--- config.mk ---
export PLATFORM = sky130hd
export DESIGN_NAME = mem_arbiter
export DESIGN_NICKNAME = d
export VERILOG_FILES = /design/src/rtl/mem_arbiter.sv
export SDC_FILE = /design/constraint.sdc
export NUM_CORES = 1
export LEC_CHECK = 0
export CAP_MARGIN = 20
export CELL_PAD_IN_SITES_DETAIL_PLACEMENT = 1
export CELL_PAD_IN_SITES_GLOBAL_PLACEMENT = 2
export CORE_AREA = 2 2 87 89
export CTS_BUF_LIST = sky130_fd_sc_hd__clkbuf_16
export DETAILED_ROUTE_END_ITERATION = 8
export DIE_AREA = 0 0 89 91
export PLACE_DENSITY_LB_ADDON = 0.1
export SETUP_SLACK_MARGIN = 0.2
export SLEW_MARGIN = 20
export SYNTH_ARGS = -nofsm -noshare
export SYNTH_HDL_FRONTEND = slang
export SYNTH_SLANG_ARGS = --single-unit
--- constraint.sdc ---
create_clock -name clock -period 1.45 [get_ports clock]
set_input_delay 0.29 -clock clock [delete_from_list [all_inputs] [get_ports clock]]
set_output_delay 0.29 -clock clock [all_outputs]
set_load 0.01 [all_outputs]
--- src/rtl/mem_arbiter.sv ---
// Two-requester round-robin arbiter in front of a single-port memory.
// Handles one transaction at a time: writes take one cycle, reads wait RD_LAT cycles for data.
module mem_arbiter #(
  parameter int RD_LAT = 1
) (
  input  logic       clock,
  input  logic       reset,
  input  logic       req0,
  input  logic       wr0,
  input  logic [7:0] addr0,
  input  logic [7:0] wdata0,
  input  logic       req1,
  input  logic       wr1,
  input  logic [7:0] addr1,
  input  logic [7:0] wdata1,
  output logic       gnt0,
  output logic       gnt1,
  output logic       rvalid0,
  output logic       rvalid1,
  output logic [7:0] rdata,
  output logic [7:0] address,
  output logic [7:0] data_in,
  output logic       enable,
  output logic       write,
  input  logic [7:0] data_out,
  output logic       busy
);

  typedef enum logic [1:0] {IDLE, ISSUE, RWAIT} state_t;

  state_t     r_state;
  logic       r_prio;
  logic       r_sel;
  logic [1:0] r_cnt;
  logic       r_gnt0, r_gnt1, r_rvalid0, r_rvalid1;
  logic       r_enable, r_write, r_busy;
  logic [7:0] r_rdata, r_address, r_data_in;

  logic w_any;
  logic w_win;

  // Contention goes to the priority holder; otherwise the lone requester wins.
  assign w_any = req0 | req1;
  assign w_win = (req0 && req1) ? r_prio : req1;

  always_ff @(posedge clock) begin
    if (reset) begin
      r_state   <= IDLE;
      r_prio    <= 1'b0;
      r_sel     <= 1'b0;
      r_cnt     <= 2'd0;
      r_gnt0    <= 1'b0;
      r_gnt1    <= 1'b0;
      r_rvalid0 <= 1'b0;
      r_rvalid1 <= 1'b0;
      r_enable  <= 1'b0;
      r_write   <= 1'b0;
      r_busy    <= 1'b0;
      r_rdata   <= 8'h00;
      r_address <= 8'h00;
      r_data_in <= 8'h00;
    end else begin
      r_gnt0    <= 1'b0;
      r_gnt1    <= 1'b0;
      r_rvalid0 <= 1'b0;
      r_rvalid1 <= 1'b0;
      case (r_state)
        IDLE: begin
          if (w_any) begin
            r_state   <= ISSUE;
            r_busy    <= 1'b1;
            r_sel     <= w_win;
            r_prio    <= ~w_win;
            r_enable  <= 1'b1;
            r_write   <= w_win ? wr1 : wr0;
            r_address <= w_win ? addr1 : addr0;
            r_data_in <= w_win ? wdata1 : wdata0;
            r_gnt0    <= ~w_win;
            r_gnt1    <= w_win;
          end
        end
        ISSUE: begin
          r_enable <= 1'b0;
          r_write  <= 1'b0;
          if (r_write) begin
            r_state <= IDLE;
            r_busy  <= 1'b0;
          end else begin
            r_state <= RWAIT;
            r_cnt   <= 2'(RD_LAT);
          end
        end
        RWAIT: begin
          // Capture on the edge where the counter would reach zero.
          if (r_cnt <= 2'd1) begin
            r_cnt     <= 2'd0;
            r_state   <= IDLE;
            r_busy    <= 1'b0;
            r_rdata   <= data_out;
            r_rvalid0 <= ~r_sel;
            r_rvalid1 <= r_sel;
          end else begin
            r_cnt <= r_cnt - 2'd1;
          end
        end
        default: begin
          r_state <= IDLE;
          r_busy  <= 1'b0;
        end
      endcase
    end
  end

  assign gnt0    = r_gnt0;
  assign gnt1    = r_gnt1;
  assign rvalid0 = r_rvalid0;
  assign rvalid1 = r_rvalid1;
  assign rdata   = r_rdata;
  assign address = r_address;
  assign data_in = r_data_in;
  assign enable  = r_enable;
  assign write   = r_write;
  assign busy    = r_busy;

endmodule

==> Yosys cells after proc, flatten, opt, wreduce, memory -nomap -nowiden <==
Index checks and enable logic that the tools add are counted.
{ "classes": {"n_mux": 18, "n_lt_le_gt_ge": 1, "n_eq_ne": 6, "bitwise_logic": 7, "reduce_logical": 12, "n_addsub": 1} }
{ "op_table": {"columns": ["op", "count"], "rows": [
  ["$mux 8", 2],
  ["$mux 2", 5],
  ["$reduce_and 2->1", 5],
  ["$ne 2x2->1 const B", 4],
  ["$mux 1", 6],
  ["$not 1->1", 6],
  ["$pmux 2 s3", 1],
  ["$reduce_or 3->1", 2],
  ["$pmux 1 s2", 2],
  ["$pmux 2 s2", 1],
  ["$reduce_bool 2->1", 2],
  ["$pmux 1 s3", 1],
  ["$reduce_and 3->1", 1],
  ["$eq 2x1->1 const B", 1],
  ["$eq 2x2->1 const B", 1],
  ["$le 2x1->1 const B", 1],
  ["$logic_not 2->1", 1],
  ["$sub 2x1->2 const B", 1],
  ["$logic_and 1x1->1", 1],
  ["$or 1x1->1", 1]
]} }
{ "word_totals": {"out_inout_bits": 31, "ff_bits": 37, "inputBits": 46} }

==> Depth between registers and ports, before layout <==
Gate-level depths: netlist (run 1).
{ "logic_depth": {"word_depth": 5, "mapped_depth": 6, "mapped_depth_nobuf": 3} }

==> Worst setup path after synthesis (run 1) <==
Ideal clock, no wire load.
{ "synth_path": {"path_type": "register to register", "start": "register r_state[0]", "end": "register r_address[2], in the netlist address[2]", "n_path_buf": 2, "path_slack_ns": 0.149, "arrival_ns": 1.242, "setup_ns": 0.060, "period_less_slack_ns": 1.301, "stages_incl_launch_ff": 6, "path_cell_list": "dfxtp_1 > buf_6 > or2_1 > buf_6 > nor4_4 > a221o_1"} }
{ "synth_between": {"elab_chain_len": 2} }
{ "synth_rtl": {"columns": ["item", "line", "rtl"], "rows": [
  ["start, declared", "31", "state_t r_state;"],
  ["start signal, assigned", "48", "r_state <= IDLE;"],
  ["start signal, assigned", "70", "r_state <= ISSUE;"],
  ["start signal, assigned", "86", "r_state <= IDLE;"],
  ["$logic_not 2->1", "67", "case (r_state)"],
  ["$reduce_and 2->1 (no source line)", null, null],
  ["end signal, assigned", "76", "r_address <= w_win ? addr1 : addr0;"],
  ["end, declared", "37", "logic [7:0] r_rdata, r_address, r_data_in;"]
]} }
No other way between the ends.
A chain may end at the register's enable or synchronous reset.

==> Worst setup path after layout (run 1) <==
{ "layout_path": {"start": "register r_prio", "end": "register r_data_in[1], in the netlist data_in[1]"} }
{ "layout_between": {"elab_chain_len": 2} }
{ "layout_rtl": {"columns": ["item", "line", "rtl"], "rows": [
  ["start, declared", "32", "logic r_prio;"],
  ["start signal, assigned", "73", "r_prio <= ~w_win;"],
  ["$mux 1", "44", "assign w_win = (req0 && req1) ? r_prio : req1;"],
  ["$mux 8", "77", "r_data_in <= w_win ? wdata1 : wdata0;"],
  ["end signal, assigned", "77", null],
  ["end, declared", "37", null]
]} }
No other way between the ends.

==> qor.csv, run 1 <==
stage;metric;value;unit
run_status;outcome;completed;
global_route;antenna_found_initial;0;
global_route;grt_max_degree;26;
critical_path;crit_required;1.61;ns
timing;hold-worst-slack;0.461;ns
timing;relSlewSlack;79.2;%
logic_synthesis;synth_async_sr_flop_share;0;%
place;dpl_cell_area;2500;sq um
timing;setup_violations;0;
critical_path;crit_fanout;6;
timing;fin_crit;1.27;ns
logic_synthesis;yosys_most_used_dff;dfxtp_1;
clocking;cts_root_buf;clkbuf_16;
routing;vias;1637;
logic_synthesis;ys_types;30;
clocking;clockBufferDepth;2;
critical_path;path_cells;a21boi_4 > buf_4 > and4b_1 > a221o_1;
logic_synthesis;synth_mux_area_share;5.22;%
timing;hold_viol_final;0;
pwr;powerDensity;1080;nW/um^2
critical_path;slowest_delay;0.45;ns
routing;vias_per_cell;4.59;
logic_synthesis;synth-compound-area-share;17.6;%
logic_synthesis;synthTopCellsByCount;dfxtp_1, nand3_1, nor2_1, o21ai_0;
routing;drc_errors;0;
critical_path;critPathSlowestCell;dfxtp_1;
logic_synthesis;postSynthAreaPerCell;9.52;sq um
logic_synthesis;yosysMostFrequentCell;dfxtp_1;
clocking;htreeDepth;2;
layout;area_growth;81.4;%
logic_synthesis;synth-edff-count;0;
die;core_area;7140;sq um
routing;drt_iter0_drc;41;
die;initial_utilization;21.5;%
global_route;grt_overflow;0;
logic_synthesis;synth_area_leaders;dfxtp_1, mux2i_1, a31oi_1;
clocking;clock_sinks;37;
timing;worst_slew_pin_slew;0.311;ns
clocking;insertion_delay;0.28;ns
place;dp_hpwl;3970;um
logic_synthesis;synth_top_area_cell;dfxtp_1;
logic_synthesis;syn-num-nets;207;
logic_synthesis;synth-seq-area-share;48.3;%
logic_synthesis;synthAdderAreaFrac;0;%
timing;clock-skew-final;0.00520;ns
routing;first_pass_iters;4;
layout;diodes;0;
pwr;irDropWorstVdd;0.500;mV
routing;wl_per_cell;15.6;um
logic_synthesis;ys_ff_latch;37;
global_route;grt_usage;14.3;%
place;portBuffers;76;
worst_hold_path;hold_class;reg -> reg;
layout;drive_gt1_share;19.0;%
die;io_pins;77;
timing;maxSlewViolCount;0;
routing;ant_nets;0;
run;cap_viol_max_count;0;
critical_path;cp-start-kind;register;
critical_path;endpoint_kind;register;
logic_synthesis;synth_top_family_by_area;simple AND/OR/NAND/NOR gates;
global_route;grt_pass1_wl;8910;um
clocking;cts_hold_buf;0;
logic_synthesis;synthCells;161;
die;num_rows;31;
timing;fmax;790;MHz
routing;wirelength;5580;um
clocking;cts_tree;yes;
layout;fin_nets;303;
global_route;grt_pass1_vias;1758;
critical_path;critical_path_class;reg -> reg;
clocking;cts_buffers;5;
place;place_congestion;0.719;
layout;final_area;2780;sq um
die;die_h;91;um
timing;tns;0;ns
die;die_x;89;um
critical_path;arrival;1.43;ns
layout;fill_cells;838;
timing;fin_crit_sh;87.3;%
clocking;clk_pin_slew;0.06;ns
logic_synthesis;synthesis.area;1530;sq um
logic_synthesis;synth_top_area_share;48.3;%
logic_synthesis;synthXorXnorAreaFrac;0;%
logic_synthesis;synth_warnings;0;
die;dieArea;8100;sq um
logic_synthesis;synthSimpleGateAreaFrac;23.1;%
pwr;leakage;1.19;nW
timing;rsz0062_at_grt;true;
==> critical path: cells and delay by family, from the launching register on <==
| family | cells | cell delay, ns |
|---|---|---|
| compound gates | 2 | 0.35 |
| buf+inv | 1 | 0.16 |
| flops | 1 | 0.45 |
| simple gates | 1 | 0.19 |
==> kinds of logic (layout without fill, tap and decap cells) <==
group,after synthesis,count (layout)
muxes,8,8
AOI/OAI and AO/OA,42,42
and+or+nand+nor,57,57
buffers and inverters,17,114
DFF,37,37
==> where the power goes <==
group	internal, mW	switching [mW]
clock network	0.799	0.412
registers	1.10	0.0581
logic	0.363	0.286
total	2.26	0.756
==> what timing repair did <==
item	CTS	global route
setup endpoints to repair	62	26
gates resized for setup	52	16
cloned	2	0
setup buffers	6	2
pin swaps	2	4
==> per-layer routing <==
metal | vias up | global-route usage (%) | part of all wire [%]
met5 | - | 0 | 0
li1 | 795 | - | -
met2 | 57 | 24.4 | 51
met3 | 4 | 4.27 | 6.3
met4 | 0 | 3.73 | 1.0
met1 | 781 | 17.1 | 42
==> cells in the final DEF, fill, tap and decap left out, types with 6 or more instances in the layout <==
master           Yosys  layout
clkdlybuf4s50_1      0      42
buf_6                2       6
nor2_1              12      11
o21ai_1              0       8
dlygate4sd2_1        0      33
nand3_1             13      13
a21oi_1              6       6
buf_4                0      20
nand4_1             11      11
mux2i_1              8       7
a31oi_1             11      11
dfxtp_1             37      34
==> registers in the layout, indices dropped and copies added (netlist names), 2 cells and up <==
name     cells
address      8
data_in      8
r_cnt        2
r_state      2
rdata        8
==> stage by stage <==
stage               cells  setup WS [ns]  power (mW)  utilization [%]
detailed placement    339         -0.287        1.81             35.1
finish                357          0.184        3.01             39.0
global route          357         0.0910        3.17             39.0
CTS                   355          0.180        3.03             38.3
floorplan             161          0.149        1.43                -
global placement      339         -0.192        1.79             35.1
==> cell type report <==
class / count / area [sq um] / area share [%]
clock inverters: 3 / 37.5 / 1.35
inverters: 2 / 7.51 / 0.270
repair buffers: 104 / 977 / 35.1
clock buffers: 5 / 125 / 4.50
multi-input cells: 107 / 759 / 27.3
flip-flops and latches: 37 / 749 / 27.0
well taps: 99 / 124 / 4.46
==> worst paths after layout <==
kind / startpoint / to / slack, ns / cells after the start
max: r_prio / data_in[1] / 0.18 / 4
min: r_sel / rvalid0 / 0.46 / 1
max reg2reg: r_prio / data_in[1] / 0.18 / 4
min reg2reg: r_sel / rvalid0 / 0.46 / 1
(Power assumes the default switching activity.)
==> inputs of run 2 (changes only) <==
CORE_AREA = 2 2 85 87   (was 2 2 87 89)
CTS_BUF_LIST = sky130_fd_sc_hd__clkbuf_8   (was sky130_fd_sc_hd__clkbuf_16)
DIE_AREA = 0 0 87 89   (was 0 0 89 91)
SLEW_MARGIN = not set   (was 20)
==> run 2 against run 1 <==
Effect of this change:
- core utilization is 0.34 points higher
- clock power is 29% lower
- maximum frequency is 1.6% higher
- final area is 5.0% lower
- sequential power hardly changed
- largest power group is now registers
- critical path depth stayed put
- critical path type unchanged
- via count is 2.2% lower
- power is 13% lower
- wire length is 8.3% lower
- global-route usage is 0.42 points lower
==> qor.csv, run 2 (same netlist as run 1, synthesis figures left out) <==
stage;metric;value;unit;change
run_status;outcome;completed;;unchanged
pwr;switchingPower;0.683;mW;was 0.756 mW
timing;setup_violations;0;;unchanged
clocking;clockBufferDepth;2;;unchanged
die;die_x;87;um;was 89 um
die;die_h;89;um;was 91 um
place;dp_hpwl;3790;um;was 3970 um
die;num_rows;30;;was 31
global_route;grt_overflow;0;;unchanged
routing;wirelength;5120;um;was 5580 um
timing;maxSlewViolCount;0;;unchanged
routing;vias_per_cell;4.79;;was 4.59
global_route;antenna_found_initial;0;;unchanged
clocking;clk_pin_slew;0.08;ns;was 0.06 ns
critical_path;crit_path_start;r_state[0];;was r_prio
timing;fin_crit;1.25;ns;was 1.27 ns
pwr;irDropWorstVdd;0.353;mV;was 0.500 mV
routing;drc_errors;0;;unchanged
die;initial_utilization;22.8;%;was 21.5%
pwr;intPower;1.94;mW;was 2.26 mW
clocking;insertion_delay;0.28;ns;about the same
pwr;p_comb_share;23.6;%;was 21.5%
routing;ant_nets;0;;unchanged
die;io_pins;77;;unchanged
critical_path;worstReg2RegStart;r_state[0];;was r_prio
critical_path;crit_fanout;7;;was 6
critical_path;regToRegSetupSlack;0.20;ns;was 0.18 ns
critical_path;arrival;1.47;ns;was 1.43 ns
critical_path;path_cells;or2_4 > nor4_4 > buf_6 > a221o_1;;was a21boi_4 > buf_4 > and4b_1 > a221o_1
layout;area_growth;72.2;%;was 81.4%
timing;clock-skew-final;0.00603;ns;was 0.00520 ns
layout;diodes;0;;unchanged
critical_path;critical_path_class;reg -> reg;;unchanged
timing;fmax;803;MHz;was 790 MHz
critical_path;timing.critical_path.to;address[2];;was data_in[1]
die;dieArea;7740;sq um;was 8100 sq um
clocking;cts_root_buf;clkbuf_8;;was clkbuf_16
clocking;clock_sinks;37;;unchanged
layout;final_common_cell;clkdlybuf4s50_1;;unchanged
layout;drive_gt1_share;18.1;%;was 19.0%
timing;fin_crit_sh;85.9;%;was 87.3%
pwr;swShare;26.0;%;was 25.1%
die;core_area;6720;sq um;was 7140 sq um
critical_path;critPathSlowestCell;dfxtp_2;;was dfxtp_1
routing;vias;1601;;was 1,637
timing;hold_viol_final;0;;unchanged
critical_path;r2r-end;address[2];;was data_in[1]
timing;tns;0;ns;unchanged
clocking;htreeDepth;2;;unchanged
routing;first_pass_iters;4;;unchanged
clocking;cts_buffers;5;;unchanged
clocking;cts_tree;yes;;unchanged
timing;rsz0062_at_grt;true;;unchanged
global_route;grt_pass1_vias;1785;;was 1,758
routing;wl_per_cell;15.3;um;was 15.6 um
timing;hold-worst-slack;0.457;ns;was 0.461 ns
critical_path;endpoint_kind;register;;unchanged
timing;relSlewSlack;81.6;%;was 79.2%
layout;final_cell_mix;clkdlybuf4s50_1, dfxtp_1, dlygate4sd2_1, buf_4, nand3_1;;unchanged
critical_path;cp-start-kind;register;;unchanged
worst_hold_path;hold_class;reg -> reg;;unchanged
clocking;cts_hold_buf;0;;unchanged
routing;drt_iter0_drc;49;;was 41
run;cap_viol_max_count;0;;unchanged
pwr;leakage;1.15;nW;was 1.19 nW
layout;fin_nets;300;;was 303
critical_path;slowest_delay;0.35;ns;was 0.45 ns
critical_path;r2r_cells;4;;unchanged
pwr;seqPwrFrac;43.8;%;was 38.3%
timing;worst_slew_pin_slew;0.275;ns;was 0.311 ns
global_route;grt_pass1_wl;8360;um;was 8910 um
place;portBuffers;76;;unchanged
pwr;p_clk_share;32.6;%;was 40.2%
critical_path;crit_required;1.68;ns;was 1.61 ns
pwr;powerDensity;995;nW/um^2;was 1080 nW/um^2
layout;fill_cells;770;;was 838
global_route;grt_usage;13.8;%;was 14.3%
global_route;grt_max_degree;26;;unchanged
place;place_congestion;0.770;;was 0.719
==> run 2: through the flow <==
step / utilization [%] / instance area (sq um) / setup WS, ns / cells / power, mW
6_report: 39.3 / 2640 / 0.204 / 334 / 2.63
5_1_grt: 39.3 / 2640 / 0.112 / 334 / 2.79
4_1_cts: 39.0 / 2620 / 0.196 / 333 / 2.67
3_5_place_dp: 36.9 / 2480 / -0.264 / 320 / 1.81
3_3_place_gp: 36.9 / 2480 / -0.239 / 320 / 1.79
2_1_floorplan: - / 1530 / 0.149 / 161 / 1.43
==> run 2: worst min path at each step <==
stage | startpoint | to | slack [ns] | cells after the start
floorplan | r_sel | rvalid0 | 0.41 | 1
global placement | r_sel | rvalid0 | 0.44 | 1
CTS | r_sel | rvalid0 | 0.46 | 1
finish | r_sel | rvalid0 | 0.46 | 1
global route | r_sel | rvalid0 | 0.48 | 1
detailed placement | r_sel | rvalid0 | 0.45 | 1
==> run 2: metal layers <==
metal,routed length [um],vias to the layer above,global-route usage (%)
met1,2160,749,15.2
li1,-,784,-
met4,87,0,4.69
met3,279,8,3.79
met5,0,-,0
met2,2600,60,25.7
==> run 2: timing repair <==
item,4_1_cts,5_1_grt
buffers inserted,6,1
gates resized for setup,44,14
endpoints found under the setup margin,61,31
pin swaps,2,2
==> run 2: layout make-up <==
cell class,instances,area (sq um),area share (%)
Clock inverter,2,35.0,1.33
Multi-Input combinational cell,107,736,27.9
Clock buffer,5,68.8,2.61
Timing Repair Buffer,101,945,35.8
Sequential cell,37,748,28.3
Tap cell,80,100,3.79
Inverter,2,7.51,0.284
==> run 2: critical path: cells and delay by family (launching register included) <==
kind | cells | cell delay (ns)
AO/OA/AOI/OAI | 1 | 0.13
flip-flops | 1 | 0.35
buffers and inverters | 1 | 0.16
AND/OR/NAND/NOR | 2 | 0.55
==> run 2: power groups by stage <==
stage	sequential (mW)	combinational, mW	clock [mW]
4_1_cts	1.15	0.620	0.898
3_3_place_gp	1.17	0.620	0
3_5_place_dp	1.17	0.639	0
2_1_floorplan	1.19	0.239	0
6_report	1.15	0.621	0.856
5_1_grt	1.16	0.680	0.949
==> RTL edit 1, RTL diff (config.mk and constraints of run 1) <==
Make the reset (`reset`) asynchronous in one clocked block.
--- a/src/rtl/mem_arbiter.sv
+++ b/src/rtl/mem_arbiter.sv
@@ -44,5 +44,5 @@
   assign w_win = (req0 && req1) ? r_prio : req1;
 
-  always_ff @(posedge clock) begin
+  always_ff @(posedge clock or posedge reset) begin
     if (reset) begin
       r_state   <= IDLE;
Check against the original RTL: differs if reset is asserted again (counterexample within 4 cycles, from zero or initial values and one cycle with reset high); with reset held inactive, the same outputs for 10 cycles.
==> RTL edit 1 against run 1 <==
Critical path depth is 3 lower. Final area up 11%. Wire length down 1.2%. Synthesized area increased by 11%. Sequential cell count is the same. Setup slack barely moved. Non-clock buffer count unchanged. Critical endpoint is now data_in[0]. Largest cell class unchanged.
Power is not compared: it rests on default switching activity, and its combinational part moved more than twofold at a synthesized area within 25%.
==> RTL edit 1: results (changes against run 1) <==
.. list-table::
   :header-rows: 1

   * - Metric
     - Value
   * - Worst hold margin
     - 0.369 ns (was 0.461 ns)
   * - Number of global-route vias before repair
     - 1719 (was 1758)
   * - Sequential cell area fraction in the yosys report
     - 54.5% (was 48.3%)
   * - Number of cells traversed by the worst register-to-register path
     - 3 (was 4)
   * - Total routed wirelength
     - 5.52 mm (was 5.58 mm)
   * - Complex-gate fraction of the synthesized area
     - 23.2% (was 17.6%)
   * - Max-slew headroom at the worst pin
     - 83.7% (was 79.2%)
   * - Net Count, Synth
     - 199 (was 207)
   * - Initial antenna violation count
     - 0 (unchanged)
   * - Routability congestion estimate from global placement
     - 0.742 (was 0.719)
   * - Setup slack, reg-to-reg
     - 0.23 ns (was 0.18 ns)
   * - Iteration-0 DRC count of the detailed router
     - 36 (was 41)
   * - Largest net degree at the start of global routing
     - 38 (was 26)
   * - Highest-delay cell along the critical path
     - sky130_fd_sc_hd__dfrtp_1 (was sky130_fd_sc_hd__dfxtp_1)
   * - Outcome
     - finished, final reports clean (unchanged)
   * - Vias per Instance
     - 4.57 (was 4.59)
   * - Proportion of layout cells with a drive suffix above 1
     - 29.0% (was 19.0%)
   * - Endpoint of the worst register-to-register path
     - rdata[5] (was data_in[1])
   * - Clk_skew
     - 0.00834 ns (was 0.00520 ns)
   * - Critical path startpoint
     - data_in[0] (was r_prio)
   * - Share of flip-flops with an asynchronous set or reset
     - 100% (was 0%)
   * - Mux contribution to synthesized area
     - 5.30% (was 5.22%)
   * - Overall fraction of global-route tracks in use
     - 14.1% (was 14.3%)
   * - Post-placement worst setup slack
     - -0.372 ns (was -0.287 ns)
   * - HPWL after DPL
     - 3.84 mm (was 3.97 mm)
   * - Worst hold path type
     - in2async (was reg2reg)
   * - R2r startpoint
     - r_state[0] (was r_prio)
   * - Yosys cell types
     - 31 (was 30)
   * - Maximum cell stage delay along the critical path
     - 0.40 ns (was 0.45 ns)
   * - Number of clock buffers inserted by TritonCTS
     - 5 (unchanged)
## RTL edit 1: changes by cell type after synthesis, sizes merged, moves of 6 or more
cell   before  now
o21ai      12   18
a31oi      11   18
a21oi       6   18
nand4      11    0
dfrtp       0   37
mux2        0    8
mux2i       8    0
dfxtp      37    0
nor2       12    4
## RTL edit 1: layout make-up
| type | instances | area, um2 |
|---|---|---|
| well taps | 99 | 124 |
| inverters | 4 | 30.0 |
| flip-flops and latches | 37 | 927 |
| clock inverters | 3 | 17.5 |
| fillers | 780 | 4050 |
| multi-input cells | 102 | 808 |
| clock buffers | 5 | 125 |
| repair buffers | 104 | 1050 |
## RTL edit 1: logic make-up (layout without fill, tap and decap cells)
logic type | Yosys count | in the layout
multiplexers | 8 | 8
buffers and inverters | 15 | 116
AND/OR/NAND/NOR | 33 | 34
flip-flops | 37 | 37
AO/OA/AOI/OAI | 60 | 60
## RTL edit 1: how the worst max path moves through the flow
stage	end	slack, ns	depth (start not counted)
finish	data_in[0]	0.18	1
global route	data_in[0]	0.16	1
CTS	data_in[2]	0.18	5
detailed placement	data_in[1]	-0.37	4
global placement	data_in[1]	-0.31	4
floorplan	rdata[0]	0.20	3
## RTL edit 1: power by group through the flow
stage	clock network, mW	registers (mW)	logic [mW]
3_3_place_gp	0	1.83	2.73
3_5_place_dp	0	1.85	2.80
4_1_cts	1.08	1.82	2.76
2_1_floorplan	0	2.02	1.20
6_report	1.04	1.85	3.29
5_1_grt	1.12	1.92	3.58
## RTL edit 1: per-layer routing
layer	track usage, %	wire length (um)
met3	3.27	267
met4	2.99	31
met2	23.4	2810
met1	18.5	2410
met5	0	0
## RTL edit 1: stage by stage
stage / std cells / cell area, um2 / utilization (%)
3_3_place_gp: 332 / 2670 / 37.4
3_5_place_dp: 332 / 2670 / 37.4
2_1_floorplan: 153 / 1700 / -
4_1_cts: 345 / 2870 / 40.2
6_report: 354 / 3090 / 43.3
5_1_grt: 354 / 3090 / 43.3
## RTL edit 1: repair_timing
item / 4_1_cts / 5_1_grt
setup buffers: 4 / 9
gates resized for setup: 58 / 47
hold buffers: 0 / 0
hold endpoints to repair: 0 / 0
pin swaps: 3 / 3
gates cloned: 1 / 0
endpoints found under the setup margin: 60 / 46
==> RTL edit 2, RTL diff (flow settings as in run 1) <==
Made on the original files. Encoding of `state_t`: now one-hot (3 bits for 3 states).
--- a/src/rtl/mem_arbiter.sv
+++ b/src/rtl/mem_arbiter.sv
@@ -27,5 +27,5 @@
 );
 
-  typedef enum logic [1:0] {IDLE, ISSUE, RWAIT} state_t;
+  typedef enum logic [2:0] {IDLE = 3'b001, ISSUE = 3'b010, RWAIT = 3'b100} state_t;
 
   state_t     r_state;
Check against the original RTL: no difference found for any inputs over 10 cycles, from zero or initial values and one cycle with reset high; not proved beyond that.
==> RTL edit 2 against run 1 <==
Sequential cell count is 1 higher. First-iteration DRC count is 20% lower. Setup slack worse by 0.17 ns. Synthesized area is 3.0% lower. Clock skew is 0.0028 ns lower. Hold slack worse by 0.00091 ns. Total power is 5.8% lower. Final area is 0.27% lower. Critical path depth is 2 higher. Count of clock-buffer cells in the layout stayed put. Utilization is 0.11 points lower. Wire length is 12% lower. Largest power group is now registers.
==> RTL edit 2: results (changes against run 1) <==
.. list-table::
   :header-rows: 1

   * - Metric
     - Value
   * - Outcome
     - finished, final reports clean (unchanged)
   * - Met3 wire length
     - 291 um (was 351 um)
   * - Number of global-route vias before repair
     - 1581 (was 1758)
   * - Mux contribution to synthesized area
     - 0% (was 5.22%)
   * - Detailed-route wire length on metal 1
     - 2.12 mm (was 2.34 mm)
   * - Overall fraction of global-route tracks in use
     - 12.4% (was 14.3%)
   * - Lkg Pwr
     - 1.21 nW (was 1.19 nW)
   * - Maximum cell stage delay along the critical path
     - 0.34 ns (was 0.45 ns)
   * - Worst hold margin
     - 0.460 ns (was 0.461 ns)
   * - Total placed instance area
     - 2440 um2 (was 2500 um2)
   * - Clk_skew
     - 0.00242 ns (was 0.00520 ns)
   * - Complex-gate fraction of the synthesized area
     - 20.3% (was 17.6%)
   * - Proportion of layout cells with a drive suffix above 1
     - 25.7% (was 19.0%)
   * - Family of cells with the greatest summed delay on the critical path
     - simple AND/OR/NAND/NOR gates (was flip-flops)
   * - Net Count, Synth
     - 193 (was 207)
   * - Sequential cell area fraction in the yosys report
     - 51.2% (was 48.3%)
   * - Highest-delay cell along the critical path
     - sky130_fd_sc_hd__dfxtp_2 (was sky130_fd_sc_hd__dfxtp_1)
   * - Maximum fanout along the worst path
     - 16 (was 6)
   * - Max-slew headroom at the worst pin
     - 82.4% (was 79.2%)
   * - Port Buf Inserts
     - 76 (unchanged)
   * - Largest net degree at the start of global routing
     - 18 (was 26)
   * - Yosys cell types
     - 35 (was 30)
   * - Crit path DAT
     - 1.60 ns (was 1.43 ns)
   * - First-pass GRT wire length
     - 7.91 mm (was 8.91 mm)
   * - Worst hold path stage count
     - 1 (unchanged)
   * - Endpoint of the worst register-to-register path
     - address[6] (was data_in[1])
   * - Total routed wirelength
     - 4.92 mm (was 5.58 mm)
   * - Most frequent cells after synthesis
     - 38 x sky130_fd_sc_hd__dfxtp_1, 19 x sky130_fd_sc_hd__nand2_1, 16 x sky130_fd_sc_hd__a221o_1, 16 x sky130_fd_sc_hd__and2_1, 10 x sky130_fd_sc_hd__a21oi_1 (was 37 x sky130_fd_sc_hd__dfxtp_1, 13 x sky130_fd_sc_hd__nand3_1, 12 x sky130_fd_sc_hd__nor2_1, 12 x sky130_fd_sc_hd__o21ai_0)
   * - Setup slack, reg-to-reg
     - 0.01 ns (was 0.18 ns)
   * - Maximum vdd ir drop
     - 0.000646 V (was 0.000500 V)
   * - Met1 Resource Use GR
     - 15.1% (was 17.1%)
   * - R2r startpoint
     - r_state[1] (was r_prio)
   * - Top area cells in the synthesized netlist
     - sky130_fd_sc_hd__dfxtp_1 51%, sky130_fd_sc_hd__a221o_1 11%, sky130_fd_sc_hd__and2_1 6.7%, sky130_fd_sc_hd__nand2_1 4.8%, sky130_fd_sc_hd__a21oi_1 3.4% (was sky130_fd_sc_hd__dfxtp_1 48%, sky130_fd_sc_hd__mux2i_1 5.2%, sky130_fd_sc_hd__a31oi_1 4.5%, sky130_fd_sc_hd__nand4_1 4.5%, sky130_fd_sc_hd__nand3_1 4.2%)
   * - Iteration-0 DRC count of the detailed router
     - 33 (was 41)
## RTL edit 2: cell families after synthesis
group,count (synthesis)
buffers and inverters,9
AO/OA/AOI/OAI,39
AND/OR/NAND/NOR,61
flip-flops,38
## RTL edit 2: through the flow
step / instances / TNS (ns) / setup slack [ns]
after floorplan: 147 / -0.220 / -0.0231
after global placement: 329 / -6.86 / -0.388
after detailed placement: 329 / -8.12 / -0.453
after CTS: 343 / 0 / 0.00120
after global routing: 344 / -0.611 / -0.0543
final: 344 / 0 / 0.0104
## RTL edit 2: worst max-delay path by stage
stage,slack (ns),start,endpoint,cells past startpoint
6_report,0.01,r_state[1],address[6],6
5_1_grt,-0.05,r_state[1],address[5],6
4_1_cts,0.001,r_state[1],address[6],6
3_5_place_dp,-0.45,req1,address[6],5
3_3_place_gp,-0.39,req0,data_in[6],5
2_1_floorplan,-0.02,r_state[0],address[0],7
## RTL edit 2: power breakdown
group          total, mW  switching, mW  leakage, nW  internal [mW]
clock network       1.02          0.399       0.0724          0.621
registers           1.19         0.0529        0.312           1.14
logic              0.630          0.250        0.830          0.380
## RTL edit 2: timing repair
action                                  4_1_cts  5_1_grt
endpoints found under the hold margin         0        0
setup buffers                                 5        1
resized for setup                            58       21
cloned                                        1        0
endpoints found under the setup margin       66       35
pin swaps                                    14       13
## RTL edit 2: cell type report
type / instances / area [um2]
Timing Repair Buffer: 97 / 932
Clock inverter: 3 / 12.5
Tap cell: 99 / 124
Clock buffer: 5 / 125
Multi-Input combinational cell: 101 / 810
Fill cell: 836 / 4360
Sequential cell: 38 / 766
Inverter: 1 / 3.75
